## src/rtl/popcnt_frame_arb.sv

```systemverilog
// popcnt_frame_arb: round-robin scheduler for a shared 32-bit ones/zeros counter.
// It grants one of two requesters a whole frame of len words, accumulates
// the popcount of each accepted word, and returns the frame totals through a
// held result handshake.
//   clk, rst_n         : clock, asynchronous active-low reset
//   req[1:0]           : per-requester frame request, held until grant
//   len0/len1          : frame length in words per requester
//   din0/din1, valid0/1: per-requester data stream
//   ready0/ready1      : data accept, only the owner's ready is ever high
//   grant[1:0]         : one-hot, one-cycle pulse at start of service
//   busy               : high in every state except IDLE
//   res_valid/res_ready: result handshake; res_id/res_ones/res_zeros held until taken
module popcnt_frame_arb #(
  parameter int unsigned LEN_W = 8,
  parameter int unsigned CW    = LEN_W + 6
) (
  input  logic             clk,
  input  logic             rst_n,
  input  logic [1:0]       req,
  input  logic [LEN_W-1:0] len0,
  input  logic [LEN_W-1:0] len1,
  input  logic [31:0]      din0,
  input  logic [31:0]      din1,
  input  logic             valid0,
  input  logic             valid1,
  output logic             ready0,
  output logic             ready1,
  output logic [1:0]       grant,
  output logic             busy,
  output logic             res_valid,
  output logic             res_id,
  output logic [CW-1:0]    res_ones,
  output logic [CW-1:0]    res_zeros,
  input  logic             res_ready
);

  typedef enum logic [1:0] {IDLE, RUN, DONE} state_e;

  state_e           state_q, state_d;
  logic             rr_q, rr_d;
  logic             own_q, own_d;
  logic [LEN_W-1:0] remain_q, remain_d;
  logic [LEN_W-1:0] len_q, len_d;
  logic [CW-1:0]    acc_q, acc_d;
  logic [1:0]       ready_q, ready_d;
  logic [1:0]       grant_q, grant_d;
  logic             busy_q, busy_d;
  logic             res_valid_q, res_valid_d;
  logic             res_id_q, res_id_d;
  logic [CW-1:0]    res_ones_q, res_ones_d;
  logic [CW-1:0]    res_zeros_q, res_zeros_d;

  logic             sel_c;
  logic [LEN_W-1:0] sel_len_c;
  logic [31:0]      own_din_c;
  logic             own_valid_c;
  logic             beat_c;
  logic             last_c;
  logic [CW-1:0]    acc_sum_c;

  // Number of set bits in a 32-bit word (0..32).
  function automatic logic [5:0] popcnt32(input logic [31:0] w);
    logic [5:0] s;
    s = 6'd0;
    for (int i = 0; i < 32; i++) begin
      s = s + 6'(w[i]);
    end
    return s;
  endfunction

  // Zero bits in the frame: len*32 - ones, computed at full result width.
  function automatic logic [CW-1:0] zeros_of(input logic [LEN_W-1:0] l,
                                             input logic [CW-1:0]    a);
    return (CW'(l) << 5) - a;
  endfunction

  // Arbitration and datapath helpers.
  always_comb begin
    sel_c       = (req == 2'b11) ? rr_q : req[1];
    sel_len_c   = sel_c ? len1 : len0;
    own_din_c   = own_q ? din1 : din0;
    own_valid_c = own_q ? valid1 : valid0;
    beat_c      = (state_q == RUN) && own_valid_c && ready_q[own_q];
    last_c      = beat_c && (remain_q == LEN_W'(1));
    acc_sum_c   = acc_q + CW'(popcnt32(own_din_c));
  end

  // Next-state and registered-output logic.
  always_comb begin
    state_d     = state_q;
    rr_d        = rr_q;
    own_d       = own_q;
    remain_d    = remain_q;
    len_d       = len_q;
    acc_d       = acc_q;
    ready_d     = 2'b00;
    grant_d     = 2'b00;
    res_valid_d = 1'b0;
    res_id_d    = 1'b0;
    res_ones_d  = '0;
    res_zeros_d = '0;

    unique case (state_q)
      IDLE: begin
        if (req != 2'b00) begin
          own_d    = sel_c;
          len_d    = sel_len_c;
          remain_d = sel_len_c;
          acc_d    = '0;
          grant_d  = sel_c ? 2'b10 : 2'b01;
          if (sel_len_c != '0) begin
            state_d = RUN;
            ready_d = sel_c ? 2'b10 : 2'b01;
          end else begin
            state_d = DONE;
          end
        end
      end
      RUN: begin
        if (beat_c) begin
          acc_d    = acc_sum_c;
          remain_d = remain_q - LEN_W'(1);
        end
        // The last beat loads the result directly so it appears next cycle.
        if (last_c) begin
          state_d     = DONE;
          res_valid_d = 1'b1;
          res_id_d    = own_q;
          res_ones_d  = acc_sum_c;
          res_zeros_d = zeros_of(len_q, acc_sum_c);
        end else begin
          ready_d = own_q ? 2'b10 : 2'b01;
        end
      end
      DONE: begin
        // A zero-length frame enters with res_valid low and raises it here.
        if (res_valid_q && res_ready) begin
          rr_d    = ~own_q;
          state_d = IDLE;
        end else begin
          res_valid_d = 1'b1;
          res_id_d    = own_q;
          res_ones_d  = acc_q;
          res_zeros_d = zeros_of(len_q, acc_q);
        end
      end
      default: state_d = IDLE;
    endcase

    busy_d = (state_d != IDLE);
  end

  // State and output registers.
  always_ff @(posedge clk or negedge rst_n) begin
    if (!rst_n) begin
      state_q     <= IDLE;
      rr_q        <= 1'b0;
      own_q       <= 1'b0;
      remain_q    <= '0;
      len_q       <= '0;
      acc_q       <= '0;
      ready_q     <= 2'b00;
      grant_q     <= 2'b00;
      busy_q      <= 1'b0;
      res_valid_q <= 1'b0;
      res_id_q    <= 1'b0;
      res_ones_q  <= '0;
      res_zeros_q <= '0;
    end else begin
      state_q     <= state_d;
      rr_q        <= rr_d;
      own_q       <= own_d;
      remain_q    <= remain_d;
      len_q       <= len_d;
      acc_q       <= acc_d;
      ready_q     <= ready_d;
      grant_q     <= grant_d;
      busy_q      <= busy_d;
      res_valid_q <= res_valid_d;
      res_id_q    <= res_id_d;
      res_ones_q  <= res_ones_d;
      res_zeros_q <= res_zeros_d;
    end
  end

  assign ready0    = ready_q[0];
  assign ready1    = ready_q[1];
  assign grant     = grant_q;
  assign busy      = busy_q;
  assign res_valid = res_valid_q;
  assign res_id    = res_id_q;
  assign res_ones  = res_ones_q;
  assign res_zeros = res_zeros_q;

endmodule

```

## config.mk

```make
export PLATFORM = sky130hd
export DESIGN_NAME = popcnt_frame_arb
export DESIGN_NICKNAME = d
export VERILOG_FILES = /design/src/rtl/popcnt_frame_arb.sv
export SDC_FILE = /design/constraint.sdc
export NUM_CORES = 1
export LEC_CHECK = 0
export CAP_MARGIN = 5
export CORE_MARGIN = 4
export CORE_UTILIZATION = 50
export CTS_CLUSTER_SIZE = 24
export DETAILED_ROUTE_END_ITERATION = 10
export PLACE_DENSITY = 0.76
export SLEW_MARGIN = 15
export SYNTH_ARGS = -nofsm -noshare
export SYNTH_HDL_FRONTEND = slang
export SYNTH_SLANG_ARGS = --single-unit
```

## constraint.sdc

```tcl
create_clock -name clk -period 8.8 [get_ports clk]
set_input_delay 1.32 -clock clk [delete_from_list [all_inputs] [get_ports clk]]
set_output_delay 1.32 -clock clk [all_outputs]
set_load 0.005 [all_outputs]
```

Yosys cells after proc, flatten, opt, wreduce, memory -nomap -nowiden
Cells that the tools add are included.
Cells by class
  add/subtract/negate cells: 35
  $lt $le $gt $ge: 1
  equal/unequal tests: 6
  muxes and demuxes: 37
  bitwise gates (word level): 1
  reduce and logical (&&, ||, !) cells: 12
Operators by type and width (number)
  $add 6x1->6: 26
  $mux 14: 6
  $pmux 14 s2: 3
  $mux 32: 1
  $sub 13x14->14: 2
  $mux 8: 3
  $mux 2: 11
  $pmux 8 s2: 1
  $add 14x6->14: 1
  $eq 8x1->1 const B: 1
  $mux 1: 8
  $reduce_bool 8->1: 1
  $sub 8x1->8 const B: 1
  $add 5x1->6: 1
  $pmux 2 s3: 1
  $reduce_bool 2->1: 3
  $add 4x1->5: 1
  $add 3x1->4: 1
  $eq 2x2->1 const B: 2
  $logic_and 1x1->1: 4
  $ne 2x2->1 const B: 2
  $pmux 1 s2: 2
  $pmux 2 s2: 1
  $reduce_and 2->1: 2
  other kinds (7): 7
Word-level totals
  register bits after elaboration: 69
  input port bits: 87
  output and inout bits: 35
  logic and storage cells: 105

Logic depth before layout (Yosys ltp)
  word-level depth: 36
  gate-level depth with buffers: 28
  depth with buffers taken out: 26

Worst setup path after synthesis
OpenSTA, ideal clock, no wires.
  kind: input -> register
  start point: in din1[10]
  end point: reg res_zeros_q[13], in the netlist res_zeros[13]
  setup time: 0.121 ns
  arrival: 7.997 ns
  path slack: 0.682 ns
  stages on the path: 26
  path buffers: 0
  cell sequence: mux2_2 > fa_1 > inv_1 > fa_1 > inv_1 > fa_1 > fa_1 > inv_1 > fa_1 > fa_1 > fa_1 > fa_1 > nand2b_1 > a211oi_1 > o21ai_1 > nor2b_1 > xnor2_1 > inv_1 > ha_1 > a21oi_2 > o221ai_1 > o221ai_1 > o311ai_2 > xnor2_1 > mux2i_1 > o21ai_1
On the way
  cells in the longest elaborated chain, start to end: 27
Ends and longest elaborated chain
  from (decl): RTL line 23  | input logic [31:0] din1,
  $mux 32: RTL line 81  | own_din_c = own_q ? din1 : din0;
  $add 6x1->6 (22 in series): RTL line 66  | s = s + 6'(w[i]);
  $add 14x6->14: RTL line 85  | acc_sum_c = acc_q + CW'(popcnt32(own_din_c));
  $sub 13x14->14: RTL line 74  | return (CW'(l) << 5) - a;
  $mux 14: RTL line 125  | if (last_c) begin
  $pmux 14 s2: RTL line 103  | unique case (state_q)
  net res_zeros_d[13]: RTL line 51  | logic [CW-1:0] res_zeros_q, res_zeros_d;
  to (signal assigned): RTL line 182  | res_zeros_q <= res_zeros_d;
  to (decl): RTL line 51
The timed path passes the listed nets, and every way through them passes these cells.
A chain may end at the register's enable or synchronous reset.

Final worst setup path
  start point: in din0[10]
  end point: reg res_zeros_q[13], in the netlist res_zeros[13]
On the way
  cells in the longest elaborated chain, start to end: 27
Ends and longest elaborated chain
  from (decl): RTL line 22  | input logic [31:0] din0,
  $mux 32: RTL line 81
  $add 6x1->6 (22 in series): RTL line 66
  $add 14x6->14: RTL line 85
  $sub 13x14->14: RTL line 74
  $mux 14: RTL line 125
  $pmux 14 s2: RTL line 103
  net res_zeros_d[13]: RTL line 51
The timed path passes the listed nets, and every way through them passes these cells.

==> results.md <==
- The worst setup path is launched from a primary input.
- The via count is 4652.
- In the synthesized netlist the dominant register cell turns out to be dfrtp_1.
- The count of H-tree levels built during CTS is 3.
- The share of cells above drive strength 1 is 0.103.
- The first-pass GRT wire length is 22800 um.
- The cell count of the worst reg-to-reg path is 27.
- In the final routed layout, each cell accounts on average for 17.2 um.
- The worst endpoint data arrival time is 8710 ps.
- The per-cell via count in the routed design is 5.66.
- Clock tree synthesis found a total of 68 sinks.
- The area of the die is 12600 um2.
- Once detailed placement completed, the half-perimeter wirelength came to 11200 um.
- The critical path start-end classification is primary input to flop.
- 0 antenna diodes ended up in the layout.
- The number of antenna violations at the first check in global routing was 0.
- The via count of the first global-routing pass is 4842.
- The initial cell density of the core is 0.520.
- The clock transition at the registers of the reported paths is 80 ps.
- The worst path needs 8480 ps of the cycle, external delays included.
- The final-stage net count is 833.
- Counting the buffers created by CTS gives 9.
- Dividing the final minimum period by the clock period gives 0.964.
- TritonCTS built the clock tree.
- The critical hold path startpoint is remain_q[1].
- The total grt overflow is 0.
- The number of synthesized register bits is 68.
- Of the synthesized area, sequential elements account for 0.314.
- The layout overhead on the synthesized area is 28.4%.
- Setup repair after global routing left no endpoint under its margin.
- The core region is 10400 um2.
- The number of input and output port buffers inserted is 121.
- Counting distinct cell types in the post-synthesis netlist gives 69.
- Data on the critical path is required at its endpoint by 9030 ps.
- The launch point of the critical path is din0[10].
- The synthesized instance count is 559.
- The instance count after placement with tap cells included is 805.
- After detailed routing, the number of remaining DRC violations is 0.
- For the pin with the worst max-slew slack, the measured transition is 1130 ps.
- The worst pin sits at a relative slew slack of 0.241.
- After detailed routing, the total wire length is 14200 um.
- Counting along the longest clock path gives a buffer depth of 2.
- During synthesis, Yosys emitted a total of 0 warnings.
- The source of the worst register-to-register timing path is own_q.
- For this run, the detailed router's first-pass iteration total came to 5.
- The initial detailed-routing violation count is 376.
- STA classifies the critical path endpoint as a flop.
- Entering global routing, the biggest net connects 69 pins.
- Of all flip-flops after synthesis, the portion carrying an async set or reset was 1.00.
- The net count after synthesis is 711.
- The worst hold path depth is 2.
- Clock latency on the worst-skew pair, taken at its later pin, is 350 ps.
- The total of endpoints with negative setup slack in the final report is 0.
- The run finished with clean final reports.
- In the global route stage, overall resource usage came out at 0.223.
- The highest net fanout along the worst path is 3.
- Leaving out filler cells and counting taps, the final layout contains 822.
- The total standard cell area after synthesis is 5420 um2.
- After floorplanning, the core was divided into 37 placement rows.
- The floorplan step set the die height to 112 um.
- The number of enable-type register cells in the synthesized netlist is 0.
- The number of hold-slack violations in the final timing report is 0.
- The worst min-delay path class is flop to flop.
- Derived from the worst setup path, the maximum achievable clock frequency is 118 MHz.
- The floorplan step set the die width to 112 um.
- The boundary pin count is 122.
- The hold buffer count at CTS is 0.
- At the end of routability-driven placement, the weighted congestion stood at 0.895.
- Across the routed clock network, the largest skew measured is 10.3 ps.
- The max-slew violation total from the final report came to 0.
- The number of max-cap violations is 0.
- The root buffer cell is clkbuf_8.
- The detail route stage leaves a number of antenna-violating nets equal to 0.
- Fill cells in the final layout number 850.
- The average cell area after synthesis is 9.69 um2.
cell usage after synthesis (10+ instances only):
library cell | number | share of area
nand2_1 | 52 | 0.036
dfrtp_1 | 68 | 0.31
and2_1 | 10 | 0.012
a21oi_1 | 22 | 0.020
clkbuf_1 | 13 | 0.0090
nor2_1 | 22 | 0.015
nand3_1 | 13 | 0.012
xnor2_1 | 16 | 0.026
fa_1 | 26 | 0.096
o22ai_1 | 24 | 0.028
mux2i_1 | 19 | 0.035
inv_1 | 44 | 0.030
nor3_1 | 10 | 0.0092
o21ai_0 | 28 | 0.026
ha_1 | 39 | 0.090
xor2_1 | 12 | 0.019
mux2_2 | 22 | 0.046
path summary, 6_finish.rpt:
kind / slack (ps) / to
worst max-delay path: 320 / res_zeros[13]
worst max register to register: 800 / res_zeros[13]
worst min-delay path: 530 / remain_q[1]
worst min register to register: 530 / remain_q[1]
max in group asynchronous: 7090 / state_q[1]
min in group asynchronous: 1130 / res_zeros[12]
final cells by class:
cell class | count | area [um2] | area share
inverter | 45 | 169 | 0.0243
multi-input combinational | 428 | 3470 | 0.498
timing repair buffer | 129 | 1270 | 0.182
clock inverter | 5 | 52.6 | 0.00755
tap | 136 | 170 | 0.0245
clock buffer | 11 | 131 | 0.0189
sequential | 68 | 1700 | 0.245
state kept, by name, summed over array words and instances, names as in the netlist:
name       cells
acc_q         14
res_zeros     14
res_ones      13
len_q          8
remain_q       8
grant          2
ready_q        2
state_q        2
busy           1
own_q          1
res_id         1
res_valid      1
rr_q           1
worst max-delay path, stage by stage:
cell and delay, ps:
clkdlybuf4s50_1 410, mux2_2 280, fa_1 540, inv_1 60
fa_1 500, inv_1 50, fa_1 470, fa_1 540
inv_1 50, fa_1 500, fa_1 520, fa_1 470
fa_1 430, nand2b_1 200, a211oi_1 260, o21ai_1 150
nor2b_1 160, xnor2_1 130, inv_1 90, ha_1 330
a21oi_2 210, o221ai_1 180, o221ai_1 220, o311ai_2 150
xnor2_1 200, mux2i_1 200, o21ai_1 80
cells in the final DEF, fill, tap and decap left out, types with 10 or more instances in the layout:
master,n
mux2i_1,19
ha_1,39
a21oi_1,22
nand2_1,52
nor2_1,21
and2_1,10
o22ai_1,24
clkdlybuf4s50_1,120
xor2_1,12
xnor2_1,16
nor3_1,10
fa_1,26
inv_1,44
mux2_2,22
dfrtp_1,68
nand3_1,13
o21ai_0,27
stage by stage:
step / area (um2) / hold slack [ps] / TNS [ps] / worst slack (ps) / util
floorplan: 5420 / 461 / 0 / 682 / -
global placement: 6760 / 488 / 0 / 58.7 / 0.649
detailed placement: 6760 / 510 / -101 / -91.7 / 0.649
CTS: 6950 / 522 / 0 / 266 / 0.667
global route: 6960 / 553 / 0 / 25.1 / 0.668
finish: 6960 / 528 / 0 / 320 / 0.668
timing repair:
item,CTS,global route
endpoints found under the setup margin,0,1
gates resized for setup,0,1
buffers inserted,0,1
cells by family after synthesis:
family | Yosys count | share of synthesized area
compound gates | 143 | 0.176
flops | 68 | 0.314
xor+xnor | 31 | 0.0564
fa+ha+maj | 65 | 0.186
mux | 41 | 0.0808
simple gates | 148 | 0.139
buf+inv | 63 | 0.0467
metal layers:
metal  wire length [um]  GRT usage  vias up
li1                   -          -     2230
met1               6030      0.295     2216
met2               7040      0.371      180
met3                842     0.0377       26
met4                264     0.0825        0
met5                  0          0        -
Power is left out: the tool's default activity adds up to more than one toggle a clock period on the data nets, which glitch-free logic cannot reach.
